<file path="config.mk">
export PLATFORM = sky130hd
export DESIGN_NAME = hoop_collision_arbiter_flat
export DESIGN_NICKNAME = d
export VERILOG_FILES = /design/src/rtl/power_ups_pkg.sv /design/src/rtl/hoop_collision_arbiter_if.sv /design/src/rtl/overlap_frame_counter.sv /design/src/rtl/hoop_collision_arbiter.sv /design/src/flat_wrapper.sv
export SDC_FILE = /design/constraint.sdc
export NUM_CORES = 1
export LEC_CHECK = 0
export CAP_MARGIN = 20
export CORE_MARGIN = 1.5
export CORE_UTILIZATION = 55
export DETAILED_ROUTE_END_ITERATION = 10
export GPL_ROUTABILITY_DRIVEN = 0
export PLACE_DENSITY_LB_ADDON = 0.3
export SLEW_MARGIN = 20
export SYNTH_ARGS = -nofsm -noshare
export SYNTH_HDL_FRONTEND = slang
export SYNTH_SLANG_ARGS = --single-unit
</file>
<file path="constraint.sdc">
create_clock -name clk -period 4.1 [get_ports clk]
set_input_delay 0.82 -clock clk [delete_from_list [all_inputs] [get_ports clk]]
set_output_delay 0.82 -clock clk [all_outputs]
set_load 0.03 [all_outputs]
</file>
<file path="src/rtl/power_ups_pkg.sv">
// Shared power-up definitions: collect FSM states, screen geometry,
// default overlap threshold and a saturating helper for event counters.
package power_ups_pkg;

  typedef enum logic [0:0] {
    S_READY    = 1'b0,
    S_COOLDOWN = 1'b1
  } collect_state_t;

  localparam int FRAME_W                    = 640;
  localparam int FRAME_H                    = 480;
  localparam int DEFAULT_MIN_OVERLAP_PIXELS = 4;
  localparam int LOST_W                     = 8;

  function automatic logic [LOST_W-1:0] sat_inc_lost(input logic [LOST_W-1:0] value);
    if (value == {LOST_W{1'b1}}) begin
      return value;
    end else begin
      return value + LOST_W'(32'd1);
    end
  endfunction

endpackage

</file>
<file path="src/rtl/hoop_collision_arbiter_if.sv">
// Signal bundle between the object drawers, hoop mover, score logic and
// the hoop collision arbiter; master is the arbiter side.
interface hoop_collision_arbiter_if;
  import power_ups_pkg::*;

  logic              startOfFrame;
  logic              pause;
  logic              hoopDrawingRequest;
  logic              towerDrawingRequest;
  logic              playerDrawingRequest;
  logic              towerHoopCollision;
  logic              playerHoopCollision;
  logic              collectValid;
  logic              collectReady;
  logic [LOST_W-1:0] lostCollects;

  modport master (
    input  startOfFrame, pause, hoopDrawingRequest, towerDrawingRequest,
           playerDrawingRequest, collectReady,
    output towerHoopCollision, playerHoopCollision, collectValid, lostCollects
  );

  modport slave (
    output startOfFrame, pause, hoopDrawingRequest, towerDrawingRequest,
           playerDrawingRequest, collectReady,
    input  towerHoopCollision, playerHoopCollision, collectValid, lostCollects
  );

endinterface

</file>
<file path="src/rtl/overlap_frame_counter.sv">
// Saturating per-frame overlap pixel counter with a registered flag telling
// whether the running count has reached the collision threshold.
module overlap_frame_counter #(
  parameter int CNT_W       = 16,
  parameter int MIN_OVERLAP = 4
) (
  input  logic             clk,
  input  logic             reset,
  input  logic             enable,
  input  logic             clear,
  input  logic             hit,
  output logic [CNT_W-1:0] count,
  output logic             qualifies
);

  localparam logic [CNT_W-1:0] CNT_MAX = {CNT_W{1'b1}};
  localparam logic [CNT_W-1:0] CNT_ONE = CNT_W'(32'd1);
  localparam logic [CNT_W-1:0] MIN_CNT = CNT_W'(MIN_OVERLAP);

  logic [CNT_W-1:0] count_d;
  logic [CNT_W-1:0] count_q;
  logic             qual_d;
  logic             qual_q;

  // Next count and threshold flag; the flag tracks count_d so it is current
  // in the frame-close cycle.
  always_comb begin
    count_d = count_q;
    if (clear) begin
      count_d = {CNT_W{1'b0}};
    end else if (enable && hit && (count_q != CNT_MAX)) begin
      count_d = count_q + CNT_ONE;
    end else begin
      count_d = count_q;
    end
    qual_d = (count_d >= MIN_CNT);
  end

  // Count and threshold registers.
  always_ff @(posedge clk) begin
    if (reset) begin
      count_q <= {CNT_W{1'b0}};
      qual_q  <= 1'b0;
    end else begin
      count_q <= count_d;
      qual_q  <= qual_d;
    end
  end

  assign count     = count_q;
  assign qualifies = qual_q;

endmodule

</file>
<file path="src/rtl/hoop_collision_arbiter.sv">
// Per-frame hoop/tower and hoop/player collision pulses, plus a debounced
// once-per-pass collect event delivered over a valid/ready handshake.
module hoop_collision_arbiter
  import power_ups_pkg::*;
#(
  parameter int MIN_OVERLAP_PIXELS = DEFAULT_MIN_OVERLAP_PIXELS,
  parameter int COOLDOWN_FRAMES    = 30,
  parameter int CNT_W              = 16
) (
  input logic                      clk,
  input logic                      reset,
  hoop_collision_arbiter_if.master bus
);

  localparam int              CD_W    = (COOLDOWN_FRAMES > 0) ? $clog2(COOLDOWN_FRAMES + 1) : 1;
  localparam logic [CD_W-1:0] CD_LOAD = CD_W'(COOLDOWN_FRAMES);
  localparam logic [CD_W-1:0] CD_ONE  = CD_W'(32'd1);
  localparam logic [CD_W-1:0] CD_ZERO = {CD_W{1'b0}};

  logic             count_enable_s;
  logic             frame_tick_s;
  logic             tower_hit_s;
  logic             player_hit_s;
  logic             tower_qual_s;
  logic             player_qual_s;
  logic             tower_coll_s;
  logic             player_coll_s;
  logic             raise_s;
  logic [CNT_W-1:0] tower_count_unused;
  logic [CNT_W-1:0] player_count_unused;

  collect_state_t    state_d;
  collect_state_t    state_q;
  logic [CD_W-1:0]   cooldown_d;
  logic [CD_W-1:0]   cooldown_q;
  logic              valid_d;
  logic              valid_q;
  logic [LOST_W-1:0] lost_d;
  logic [LOST_W-1:0] lost_q;

  assign count_enable_s = ~bus.startOfFrame & ~bus.pause;
  assign frame_tick_s   = bus.startOfFrame & ~bus.pause;
  assign tower_hit_s    = bus.hoopDrawingRequest & bus.towerDrawingRequest;
  assign player_hit_s   = bus.hoopDrawingRequest & bus.playerDrawingRequest;

  overlap_frame_counter #(
    .CNT_W       (CNT_W),
    .MIN_OVERLAP (MIN_OVERLAP_PIXELS)
  ) u_tower_cnt (
    .clk       (clk),
    .reset     (reset),
    .enable    (count_enable_s),
    .clear     (bus.startOfFrame),
    .hit       (tower_hit_s),
    .count     (tower_count_unused),
    .qualifies (tower_qual_s)
  );

  overlap_frame_counter #(
    .CNT_W       (CNT_W),
    .MIN_OVERLAP (MIN_OVERLAP_PIXELS)
  ) u_player_cnt (
    .clk       (clk),
    .reset     (reset),
    .enable    (count_enable_s),
    .clear     (bus.startOfFrame),
    .hit       (player_hit_s),
    .count     (player_count_unused),
    .qualifies (player_qual_s)
  );

  // The mover samples these in the startOfFrame cycle itself, so they stay combinational.
  assign tower_coll_s  = frame_tick_s & tower_qual_s & ~reset;
  assign player_coll_s = frame_tick_s & player_qual_s & ~reset;

  // Collect FSM: raise on a player collision when ready, then count down frames.
  always_comb begin
    state_d    = state_q;
    cooldown_d = cooldown_q;
    raise_s    = 1'b0;
    case (state_q)
      S_READY: begin
        if (player_coll_s) begin
          raise_s    = 1'b1;
          cooldown_d = CD_LOAD;
          state_d    = S_COOLDOWN;
        end else begin
          state_d = S_READY;
        end
      end
      S_COOLDOWN: begin
        if (frame_tick_s) begin
          if (cooldown_q <= CD_ONE) begin
            cooldown_d = CD_ZERO;
            state_d    = S_READY;
          end else begin
            cooldown_d = cooldown_q - CD_ONE;
            state_d    = S_COOLDOWN;
          end
        end else begin
          state_d = S_COOLDOWN;
        end
      end
      default: begin
        cooldown_d = CD_ZERO;
        state_d    = S_READY;
      end
    endcase
  end

  // Pending flag and lost counter; a raise coinciding with a handshake replaces the event.
  always_comb begin
    valid_d = valid_q;
    lost_d  = lost_q;
    if (raise_s) begin
      valid_d = 1'b1;
      if (valid_q && !bus.collectReady) begin
        lost_d = sat_inc_lost(lost_q);
      end else begin
        lost_d = lost_q;
      end
    end else if (valid_q && bus.collectReady) begin
      valid_d = 1'b0;
    end else begin
      valid_d = valid_q;
    end
  end

  // State, cooldown and handshake registers.
  always_ff @(posedge clk) begin
    if (reset) begin
      state_q    <= S_READY;
      cooldown_q <= CD_ZERO;
      valid_q    <= 1'b0;
      lost_q     <= {LOST_W{1'b0}};
    end else begin
      state_q    <= state_d;
      cooldown_q <= cooldown_d;
      valid_q    <= valid_d;
      lost_q     <= lost_d;
    end
  end

  assign bus.towerHoopCollision  = tower_coll_s;
  assign bus.playerHoopCollision = player_coll_s;
  assign bus.collectValid        = valid_q;
  assign bus.lostCollects        = lost_q;

endmodule

</file>
<file path="src/flat_wrapper.sv">
// flat-port wrapper written by rule: the top's interface ports become plain ports
module hoop_collision_arbiter_flat import power_ups_pkg::*;
#(
  parameter int MIN_OVERLAP_PIXELS = DEFAULT_MIN_OVERLAP_PIXELS,
  parameter int COOLDOWN_FRAMES    = 30,
  parameter int CNT_W              = 16
)
  (clk, reset, bus_startOfFrame, bus_pause, bus_hoopDrawingRequest, bus_towerDrawingRequest, bus_playerDrawingRequest, bus_collectReady, bus_towerHoopCollision, bus_playerHoopCollision, bus_collectValid, bus_lostCollects);
  hoop_collision_arbiter_if bus_i ();
  input logic clk;
  input logic reset;
  input wire logic [$bits(bus_i.startOfFrame)-1:0] bus_startOfFrame;
  input wire logic [$bits(bus_i.pause)-1:0] bus_pause;
  input wire logic [$bits(bus_i.hoopDrawingRequest)-1:0] bus_hoopDrawingRequest;
  input wire logic [$bits(bus_i.towerDrawingRequest)-1:0] bus_towerDrawingRequest;
  input wire logic [$bits(bus_i.playerDrawingRequest)-1:0] bus_playerDrawingRequest;
  input wire logic [$bits(bus_i.collectReady)-1:0] bus_collectReady;
  output wire logic [$bits(bus_i.towerHoopCollision)-1:0] bus_towerHoopCollision;
  output wire logic [$bits(bus_i.playerHoopCollision)-1:0] bus_playerHoopCollision;
  output wire logic [$bits(bus_i.collectValid)-1:0] bus_collectValid;
  output wire logic [$bits(bus_i.lostCollects)-1:0] bus_lostCollects;
  assign bus_i.startOfFrame = bus_startOfFrame;
  assign bus_i.pause = bus_pause;
  assign bus_i.hoopDrawingRequest = bus_hoopDrawingRequest;
  assign bus_i.towerDrawingRequest = bus_towerDrawingRequest;
  assign bus_i.playerDrawingRequest = bus_playerDrawingRequest;
  assign bus_i.collectReady = bus_collectReady;
  assign bus_towerHoopCollision = bus_i.towerHoopCollision;
  assign bus_playerHoopCollision = bus_i.playerHoopCollision;
  assign bus_collectValid = bus_i.collectValid;
  assign bus_lostCollects = bus_i.lostCollects;
  hoop_collision_arbiter #(.MIN_OVERLAP_PIXELS(MIN_OVERLAP_PIXELS), .COOLDOWN_FRAMES(COOLDOWN_FRAMES), .CNT_W(CNT_W)) u_core (.clk(clk), .reset(reset), .bus(bus_i));
endmodule
</file>
* Word level (Yosys, flattened, before mapping)
Index checks and enable logic that the tools add are counted.
** Cells by class
- Bitwise logic cells :: 13
- $add $sub $neg :: 4
- Eq/ne operators :: 5
- Reduce and logical (&&, ||, !) cells :: 10
- Muxes and demuxes :: 15
- $lt $le $gt $ge :: 3
** Operators by type and width (number)
- 16-bit two-way mux :: 4
- 16-bit by 1-bit adder with 16-bit output (second input constant) :: 2
- 16-bit by 3-bit greater-or-equal comparator with 1-bit output (second input constant) :: 2
- 16-bit inequality test (second input constant) :: 2
- 5-bit two-way mux :: 3
- 5-bit one-hot mux with 2 select lines :: 1
- 8-bit by 1-bit adder with 8-bit output (second input constant) :: 1
- 1-bit AND :: 8
- 8-bit == test (second input constant) :: 1
- 1-bit logical AND :: 6
- 1-bit two-way mux :: 6
- 5-bit by 1-bit less-or-equal comparator with 1-bit output (second input constant) :: 1
- 1-bit NOT :: 5
- 5-bit by 1-bit subtractor with 5-bit output (second input constant) :: 1
- 3-bit AND reduction :: 1
- 2-bit by 1-bit inequality test with 1-bit output (second input constant) :: 1
- 2-bit inequality test (second input constant) :: 1
- 1-bit one-hot mux with 2 select lines :: 1
- 2-bit AND reduction :: 1
- 2-bit nonzero test :: 1
- 1-bit zero test :: 1
** Storage, ports and cells
- Word-level logic and storage cells :: 58
- Output and inout bits :: 11
- Input port bits :: 8
- Register bits after elaboration :: 49

* Longest topological paths before layout
Gate-level depths: netlist of run 1.
- Depth in word-level cells :: 7
- Mapped depth :: 8
- Mapped depth without buffers :: 7

* Hierarchy
From an unflattened synthesis of run 1, not the netlist that was laid out.
** Unflattened totals
- Cells, all modules :: 340
- Area, all modules :: 2849.0 um^2
** By module, submodules not included
- overlap_frame_counter :: area an instance 1031.0 um^2, instances 2, cells each 127, sequential area each 340.3 um^2
- hoop_collision_arbiter :: area an instance 787.0 um^2, instances 1, cells each 86, sequential area each 300.3 um^2

* Least setup slack after synthesis of run 1
No wires, ideal clock.
- Kind :: input-to-reg
- Start :: input port reset
- End :: register u_core.lost_q[3], in the netlist u_core.bus.lostCollects[3]
- Stages on the path :: 7
- Data arrival time :: 2.471 ns
- Buffers on the path :: 2
- Data required time :: 4.030 ns
- Setup time :: 0.070 ns
- Path slack :: 1.559 ns
- Path through :: clkbuf_1 -> and4bb_2 -> nand2b_1 -> or3_1 -> buf_2 -> or3_1 -> a21oi_1
** Between the ends
- Cells in the longest elaborated chain, start to end :: 5
** RTL lines
- from (decl) :: RTL line flat_wrapper.sv:11 : input logic reset;
- 1-bit NOT :: RTL line hoop_collision_arbiter.sv:74 : assign player_coll_s = frame_tick_s & player_qual_s & ~reset;
- 1-bit AND :: RTL line hoop_collision_arbiter.sv:74
- net bus_playerHoopCollision :: RTL line flat_wrapper.sv:19 : output wire logic [$bits(bus_i.playerHoopCollision)-1:0] bus_playerHoopCollision;
- 1-bit two-way mux :: RTL line hoop_collision_arbiter.sv:83 : if (player_coll_s) begin
- 1-bit two-way mux :: RTL line hoop_collision_arbiter.sv:81 : case (state_q)
- 3-bit AND reduction (no source line)
- to (signal assigned) :: RTL line hoop_collision_arbiter.sv:135 : lost_q <= {LOST_W{1'b0}};
- to (signal assigned) :: RTL line hoop_collision_arbiter.sv:140 : lost_q <= lost_d;
- to (decl) :: RTL line hoop_collision_arbiter.sv:39 : logic [LOST_W-1:0] lost_q;
The timed path passes the listed nets, and every way through them passes these cells.
A chain may end at the register's enable or synchronous reset.

* Worst setup path in the final report of run 1
- Start :: input port bus_startOfFrame
- End :: output port bus_playerHoopCollision
** Between the ends
- Cells in the longest elaborated chain, start to end :: 3
** RTL lines
- from (decl) :: RTL line flat_wrapper.sv:12 : input wire logic [$bits(bus_i.startOfFrame)-1:0] bus_startOfFrame;
- 1-bit AND :: RTL line hoop_collision_arbiter.sv:42 : assign frame_tick_s = bus.startOfFrame & ~bus.pause;
- 1-bit AND (2 in series) :: RTL line hoop_collision_arbiter.sv:74
- to (decl) :: RTL line flat_wrapper.sv:19
Every way passes these cells.

==> reports/qor.csv, run 1 <==
stage;metric;value;unit
critical_path;cp-end-kind;primary output;
power_and_ir_drop;power.internal;0.731;mW
critical_path;cp_slowest_cell;clkdlybuf4s50_1;
cts;clock-sinks;49;
cts;postCtsSetupBuffers;0;
critical_path;crit_path_max_incr_delay;710;ps
power_and_ir_drop;pwr-share-clk;45.1;%
timing;setup_tns;0;ps
layout;drive_above_1_share;6.85;%
critical_path;path_max_fanout;13;
worst_hold_path;min_path_type;register to register;
power_and_ir_drop;power_frac_seq;52.0;%
die;start_util;57.1;%
cts;cts_root_buffer;clkbuf_8;
synth;ys_ff_latch;49;
timing;max-slew-margin-rel;37.2;%
critical_path;cp.required;3280;ps
die;rows;25;
timing;hold_viol_final;0;
timing;fin_crit_sh;82.8;%
critical_path;crit_chain;clkdlybuf4s50_1, and4bb_2, clkdlybuf4s50_1;
power_and_ir_drop;leakage;1.04;nW
die;die_x;73.3;um
die;io_pins;19;
global_routing;grt_first_pass_wirelength;9130;um
synth;synth.top_cell.area_share;36.1;%
critical_path;critical-path-top-delay-family;buffers and inverters;
timing;worst_pin_slew;940;ps
layout;area_growth;12.1;%
layout;multi_input_area;1610;um2
layout;nets;348;
route;vias_per_cell;5.74;
power_and_ir_drop;combPwrFrac;2.9;%
layout;nFillCells;423;
critical_path;crit_type;input port to primary output;
route;drcViolationCount;0;
route;ant_nets;0;
synth;synth_area_leader_cell;dfxtp_1;
die;dieArea;5370;um2
cts;cts_resized;0;
timing;rsz0062_at_grt;false;
route;drt_pre_antenna_iters;4;
critical_path;startpoint_type;input port;
place;io_buffers;18;
cts;cts_tree;done;
synth;synth_ff_type;dfxtp_1;
critical_path;crit_cells;3;
cts;cts_hold_buf;0;
die;core-area;4750;um2
run_status;status;completed;
critical_path;arrival;2580;ps
layout;antennaDiodeCount;0;
route;routedWlPerCell;13.5;um
synth;syn_nets;340;
route;drtIter0Drc;148;
die;die_y;73.3;um
timing;slew_viol_final;0;
synth;ys_seq_area_share;36.1;%
layout;register_area;981;um2
global_routing;grt_antenna_before_repair;0;
synth;yosysMostFrequentCell;dfxtp_1;
critical_path;path_buf_inv;2;
synth;synth_area_leaders;dfxtp_1 36%, xnor2_1 6.8%, nor2_1 6.5%;
power_and_ir_drop;switching_share;20.1;%
synth;synth_common_cells;49 x dfxtp_1, 47 x nor2_1, 22 x nand2_1;
timing;period_minus_slack;3400;ps
critical_path;cp_common_cell;clkdlybuf4s50_1;
cts;clkTransAtPathRegs;90;ps
global_routing;grt-ovfl-total;0;
synth;ys_types;53;
timing;report.final.setup_viol;0;
synth;yosysWarnings;0;
route;routed_wl;5440;um
timing;finClkSkew;9.19;ps
cts;cts_buffers;5;
power_and_ir_drop;vdd_ir_drop_max;0.235;mV
synth;syn_area_per_cell;8.31;um2
global_routing;grt_usage;21.5;%
route;vias;2314;
power_and_ir_drop;p_per_area;301;nW/um2
synth;async_reset_ff_share;0;%
timing;fmax;294;MHz
place;dp_hpwl;3910;um
worst_hold_path;whs_path_depth;2;
cts;cts_buffer_depth;2;
critical_path;rr_worst_depth;8;
cts;clock_latency;310;ps
global_routing;grt_max_degree;28;
power_and_ir_drop;power.switching;0.184;mW
cts;htreeDepth;2;
timing;whs;511;ps
job;cap_violations;0;
global_routing;grt_pass1_vias;2022;
synth;synthesis.area;2720;um2
synth;syn_inst;327;
synth;synth-edff-count;0;
==> power groups by stage <==
stage	clock, mW	sequential (mW)	combinational [mW]
floorplan	0	0.487	0.0140
global placement	0	0.487	0.0257
detailed placement	0	0.487	0.0260
CTS	0.419	0.476	0.0262
global route	0.443	0.476	0.0286
finish	0.413	0.476	0.0263
==> per-stage QoR <==
stage | utilization [%] | total power [mW] | cells | area, um2 | worst slack, ps
after CTS | 64.0 | 0.921 | 403 | 3040 | 707
after detailed placement | 61.1 | 0.513 | 395 | 2910 | 715
final | 64.0 | 0.916 | 403 | 3040 | 703
after global placement | 61.1 | 0.513 | 395 | 2910 | 736
after floorplan | - | 0.501 | 327 | 2720 | 1560
after global routing | 64.0 | 0.948 | 403 | 3040 | 634
==> flip-flops by register name, indices dropped and copies added (netlist names) <==
register / cells
u_core.u_player_cnt.count: 16
u_core.u_tower_cnt.count: 16
u_core.bus.lostCollects: 8
u_core.cooldown_q: 5
u_core.bus.collectValid: 1
u_core.state_q: 1
u_core.u_player_cnt.qualifies: 1
u_core.u_tower_cnt.qualifies: 1
==> cell usage in the layout, fill, tap and decap left out, drive strengths merged, types with 8 or more instances in the layout <==
cell	count
inv	11
nand2	22
dfxtp	49
xnor2	21
xor2	17
nand3	20
clkdlybuf4s50	18
and3	8
nor3	16
a21oi	9
nor2	47
nand4	13
==> per-layer routing <==
metal / global-route usage, % / wire, um / vias to the layer above
met5: 0 / 0 / -
met4: 5.87 / 42 / 0
met3: 4.94 / 194 / 4
met2: 34.2 / 2590 / 51
met1: 29.3 / 2620 / 1084
li1: - / - / 1175
==> worst min-delay path, delay by kind of cell (launching register included) <==
family	cells	cell delay [ps]
AOI/OAI and AO/OA	1	60
DFF	1	340
and+or+nand+nor	1	70
==> worst paths after layout <==
kind	slack, ps	from	end
max	700	bus_startOfFrame	bus_playerHoopCollision
min	510	u_core.state_q	u_core.state_q
max reg2reg	1370	u_core.u_player_cnt.count[0]	u_core.u_player_cnt.qualifies
min reg2reg	510	u_core.state_q	u_core.state_q
==> kinds of logic after synthesis <==
logic type                 after synthesis  synth area share (%)
buffers and inverters                   29                  4.65
AOI/OAI and AO/OA                       37                  9.72
and+or+nand+nor                        162                  32.3
adders and majority gates                5                  2.30
muxes                                    7                  2.63
xor gates and xnor gates                38                  12.3
DFF                                     49                  36.1
==> final cells by class <==
class / instances / area share, %
clock buffer: 5 / 2.26
sequential: 49 / 32.2
inverter: 10 / 1.23
clock inverter: 3 / 2.26
multi-input combinational: 249 / 52.9
timing repair buffer: 20 / 6.41
tap: 67 / 2.75
Note: power is estimated with default switching activity, not from simulation.
==> run 2: changes to the inputs <==
==> constraint.sdc (replaced) <==
create_clock -name clk -period 3.2 [get_ports clk]
set_input_delay 0.64 -clock clk [delete_from_list [all_inputs] [get_ports clk]]
set_output_delay 0.64 -clock clk [all_outputs]
set_load 0.03 [all_outputs]
==> reports/qor.csv, run 2 (synthesized netlist as in run 1, its figures left out) <==
stage;metric;value;unit;change
critical_path;crit_type;input port to primary output;;
global_routing;grt-ovfl-total;0;;unchanged
timing;finClkSkew;6.25;ps;-2.94 ps
critical_path;crit_path_max_incr_delay;680;ps;-30 ps
timing;setup_tns;0;ps;unchanged
layout;multi_input_area;1610;um2;unchanged
critical_path;r2r_setup_slack;860;ps;-510 ps
timing;slew_viol_final;0;;unchanged
layout;nFillCells;448;;+5.9%
global_routing;use_met2;32.8;%;-1.4 points
cts;cts_root_buffer;clkbuf_8;;
layout;drive_above_1_share;8.21;%;+1.4 points
timing;max-slew-margin-rel;69.1;%;+32 points
job;cap_violations;0;;unchanged
route;vias_per_cell;5.67;;-1.2%
global_routing;busiest_layer;met2;;
global_routing;grt_first_pass_wirelength;9240;um;+1.2%
critical_path;cp_common_cell;clkdlybuf4s50_1;;
worst_hold_path;min_path_type;register to register;;
critical_path;timing.rr.start;u_core.u_tower_cnt.count[8];;
critical_path;path_max_fanout;8;;-5
power_and_ir_drop;switching_share;20.4;%;+0.32 points
critical_path;cp.required;2560;ps;-720 ps
layout;nets;354;;+1.7%
timing;period_minus_slack;2900;ps;
die;die_y;73.3;um;unchanged
layout;final_cell_mix;49 x dfxtp_1, 47 x nor2_1, 22 x nand2_1, 21 x xnor2_1, 19 x nand3_1;;
cts;htreeDepth;2;;unchanged
route;ant_nets;0;;unchanged
critical_path;rr_worst_depth;6;;-2
power_and_ir_drop;combPwrFrac;3.5;%;+0.6 points
cts;cts_buffers;5;;unchanged
route;drcViolationCount;0;;unchanged
power_and_ir_drop;pwr-share-clk;39.6;%;-5.5 points
critical_path;cp_slowest_cell;clkdlybuf4s50_1;;
global_routing;grt_usage;22.0;%;+0.49 points
die;core-area;4750;um2;unchanged
die;rows;25;;unchanged
global_routing;grt_max_degree;15;;-46%
critical_path;endpoint;bus_playerHoopCollision;;
cts;clock_latency;300;ps;about the same
critical_path;critical-path-top-delay-family;buffers and inverters;;
global_routing;grt_pass1_vias;2002;;-0.99%
cts;clock-sinks;49;;unchanged
cts;postCtsSetupBuffers;0;;unchanged
critical_path;cp-end-kind;primary output;;
layout;antennaDiodeCount;0;;unchanged
cts;cts_hold_buf;0;;unchanged
route;vias;2314;;unchanged
critical_path;crit_cells;3;;unchanged
power_and_ir_drop;p_per_area;351;nW/um2;+17%
die;die_x;73.3;um;unchanged
cts;clkTransAtPathRegs;90;ps;about the same
die;start_util;57.1;%;unchanged
layout;design_area;3060;um2;+0.37%
timing;fmax;345;MHz;
power_and_ir_drop;power.switching;0.219;mW;+19%
cts;cts_buffer_depth;2;;unchanged
power_and_ir_drop;power.internal;0.853;mW;+17%
global_routing;met1_usage;30.9;%;+1.5 points
global_routing;use_met3;4.12;%;-0.82 points
timing;fin_crit_sh;90.7;%;
run_status;status;completed;;
place;dp_hpwl;4030;um;+2.9%
cts;cts_resized;0;;unchanged
critical_path;arrival;2260;ps;-320 ps
route;routedWlPerCell;13.4;um;-0.79%
critical_path;reg2reg_to;u_core.u_tower_cnt.qualifies;;
timing;rsz0062_at_grt;false;;
power_and_ir_drop;leakage;1.05;nW;+1.3%
timing;report.final.setup_viol;0;;unchanged
layout;layout_commonest_cell;dfxtp_1;;
critical_path;crit_chain;clkdlybuf4s50_1, and4bb_2, clkdlybuf4s50_1;;
die;dieArea;5370;um2;unchanged
critical_path;path_buf_inv;2;;unchanged
timing;hold_viol_final;0;;unchanged
die;io_pins;19;;unchanged
timing;worst_pin_slew;463;ps;-476 ps
place;io_buffers;18;;unchanged
power_and_ir_drop;power_frac_seq;56.9;%;+4.9 points
route;routed_wl;5470;um;+0.44%
route;drt_pre_antenna_iters;4;;unchanged
global_routing;grt_antenna_before_repair;0;;unchanged
power_and_ir_drop;vdd_ir_drop_max;0.306;mV;+30%
layout;area_growth;12.5;%;
critical_path;crit_path_start;bus_startOfFrame;;
route;drtIter0Drc;89;;-40%
cts;cts_tree;done;;
place;post_dp_cell_area;2950;um2;+1.5%
layout;register_area;981;um2;unchanged
critical_path;startpoint_type;input port;;
-- run 2: power groups by stage --
stage / logic (mW) / registers, mW / clock network (mW)
after floorplan: 0.0179 / 0.624 / 0
after global placement: 0.0367 / 0.624 / 0
after detailed placement: 0.0375 / 0.624 / 0
after CTS: 0.0377 / 0.610 / 0.440
after global routing: 0.0414 / 0.610 / 0.457
final: 0.0375 / 0.610 / 0.424
-- run 2: tightest hold or removal path: stages (launching register included) --
cell and delay [ps]:
dfxtp_1 350, a21oi_1 70, nor2_1 70
-- run 2: metal layers --
layer	vias to the layer above	wire, um
met5	-	0
met4	0	98
met3	9	174
met2	41	2550
met1	1076	2640
li1	1188	-
-- run 2: how the worst min path moves through the flow --
stage                     slack [ps]  cells after the start              endpoint                  from
after floorplan                  460                      2        u_core.state_q        u_core.state_q
after global placement           490                      2        u_core.state_q        u_core.state_q
after detailed placement         500                      2        u_core.state_q        u_core.state_q
after CTS                        520                      1  u_core.cooldown_q[4]  u_core.cooldown_q[4]
after global routing             560                      1  u_core.cooldown_q[4]  u_core.cooldown_q[4]
final                            520                      2        u_core.state_q        u_core.state_q
-- run 2: area by class of cell --
| cell class | instances | area share (%) |
|---|---|---|
| clock inverter | 2 | 1.15 |
| clock buffer | 5 | 2.25 |
| sequential | 49 | 32.1 |
| inverter | 10 | 1.23 |
| multi-input combinational | 249 | 52.7 |
| timing repair buffer | 26 | 7.86 |
| tap | 67 | 2.74 |
-- run 2: metrics by stage --
stage / util (%) / hold slack (ps) / std cells / power, mW / setup WS, ps
6_report: 64.3 / 518 / 408 / 1.07 / 298
5_1_grt: 64.3 / 557 / 408 / 1.11 / 203
4_1_cts: 64.3 / 520 / 408 / 1.09 / 300
3_5_place_dp: 62.1 / 500 / 401 / 0.662 / 302
3_3_place_gp: 62.1 / 487 / 401 / 0.661 / 326
2_1_floorplan: - / 463 / 327 / 0.642 / 839
==> run 3: changes to the inputs <==
--- a/config.mk
+++ b/config.mk
@@ -5,7 +5,6 @@
 export SDC_FILE = /design/constraint.sdc
 export NUM_CORES = 1
 export LEC_CHECK = 0
-export CAP_MARGIN = 20
 export CORE_MARGIN = 1.5
 export CORE_UTILIZATION = 55
 export DETAILED_ROUTE_END_ITERATION = 10
==> results of run 3 <==
Same layout as run 2: the final DEF is identical, and so are final timing and power.
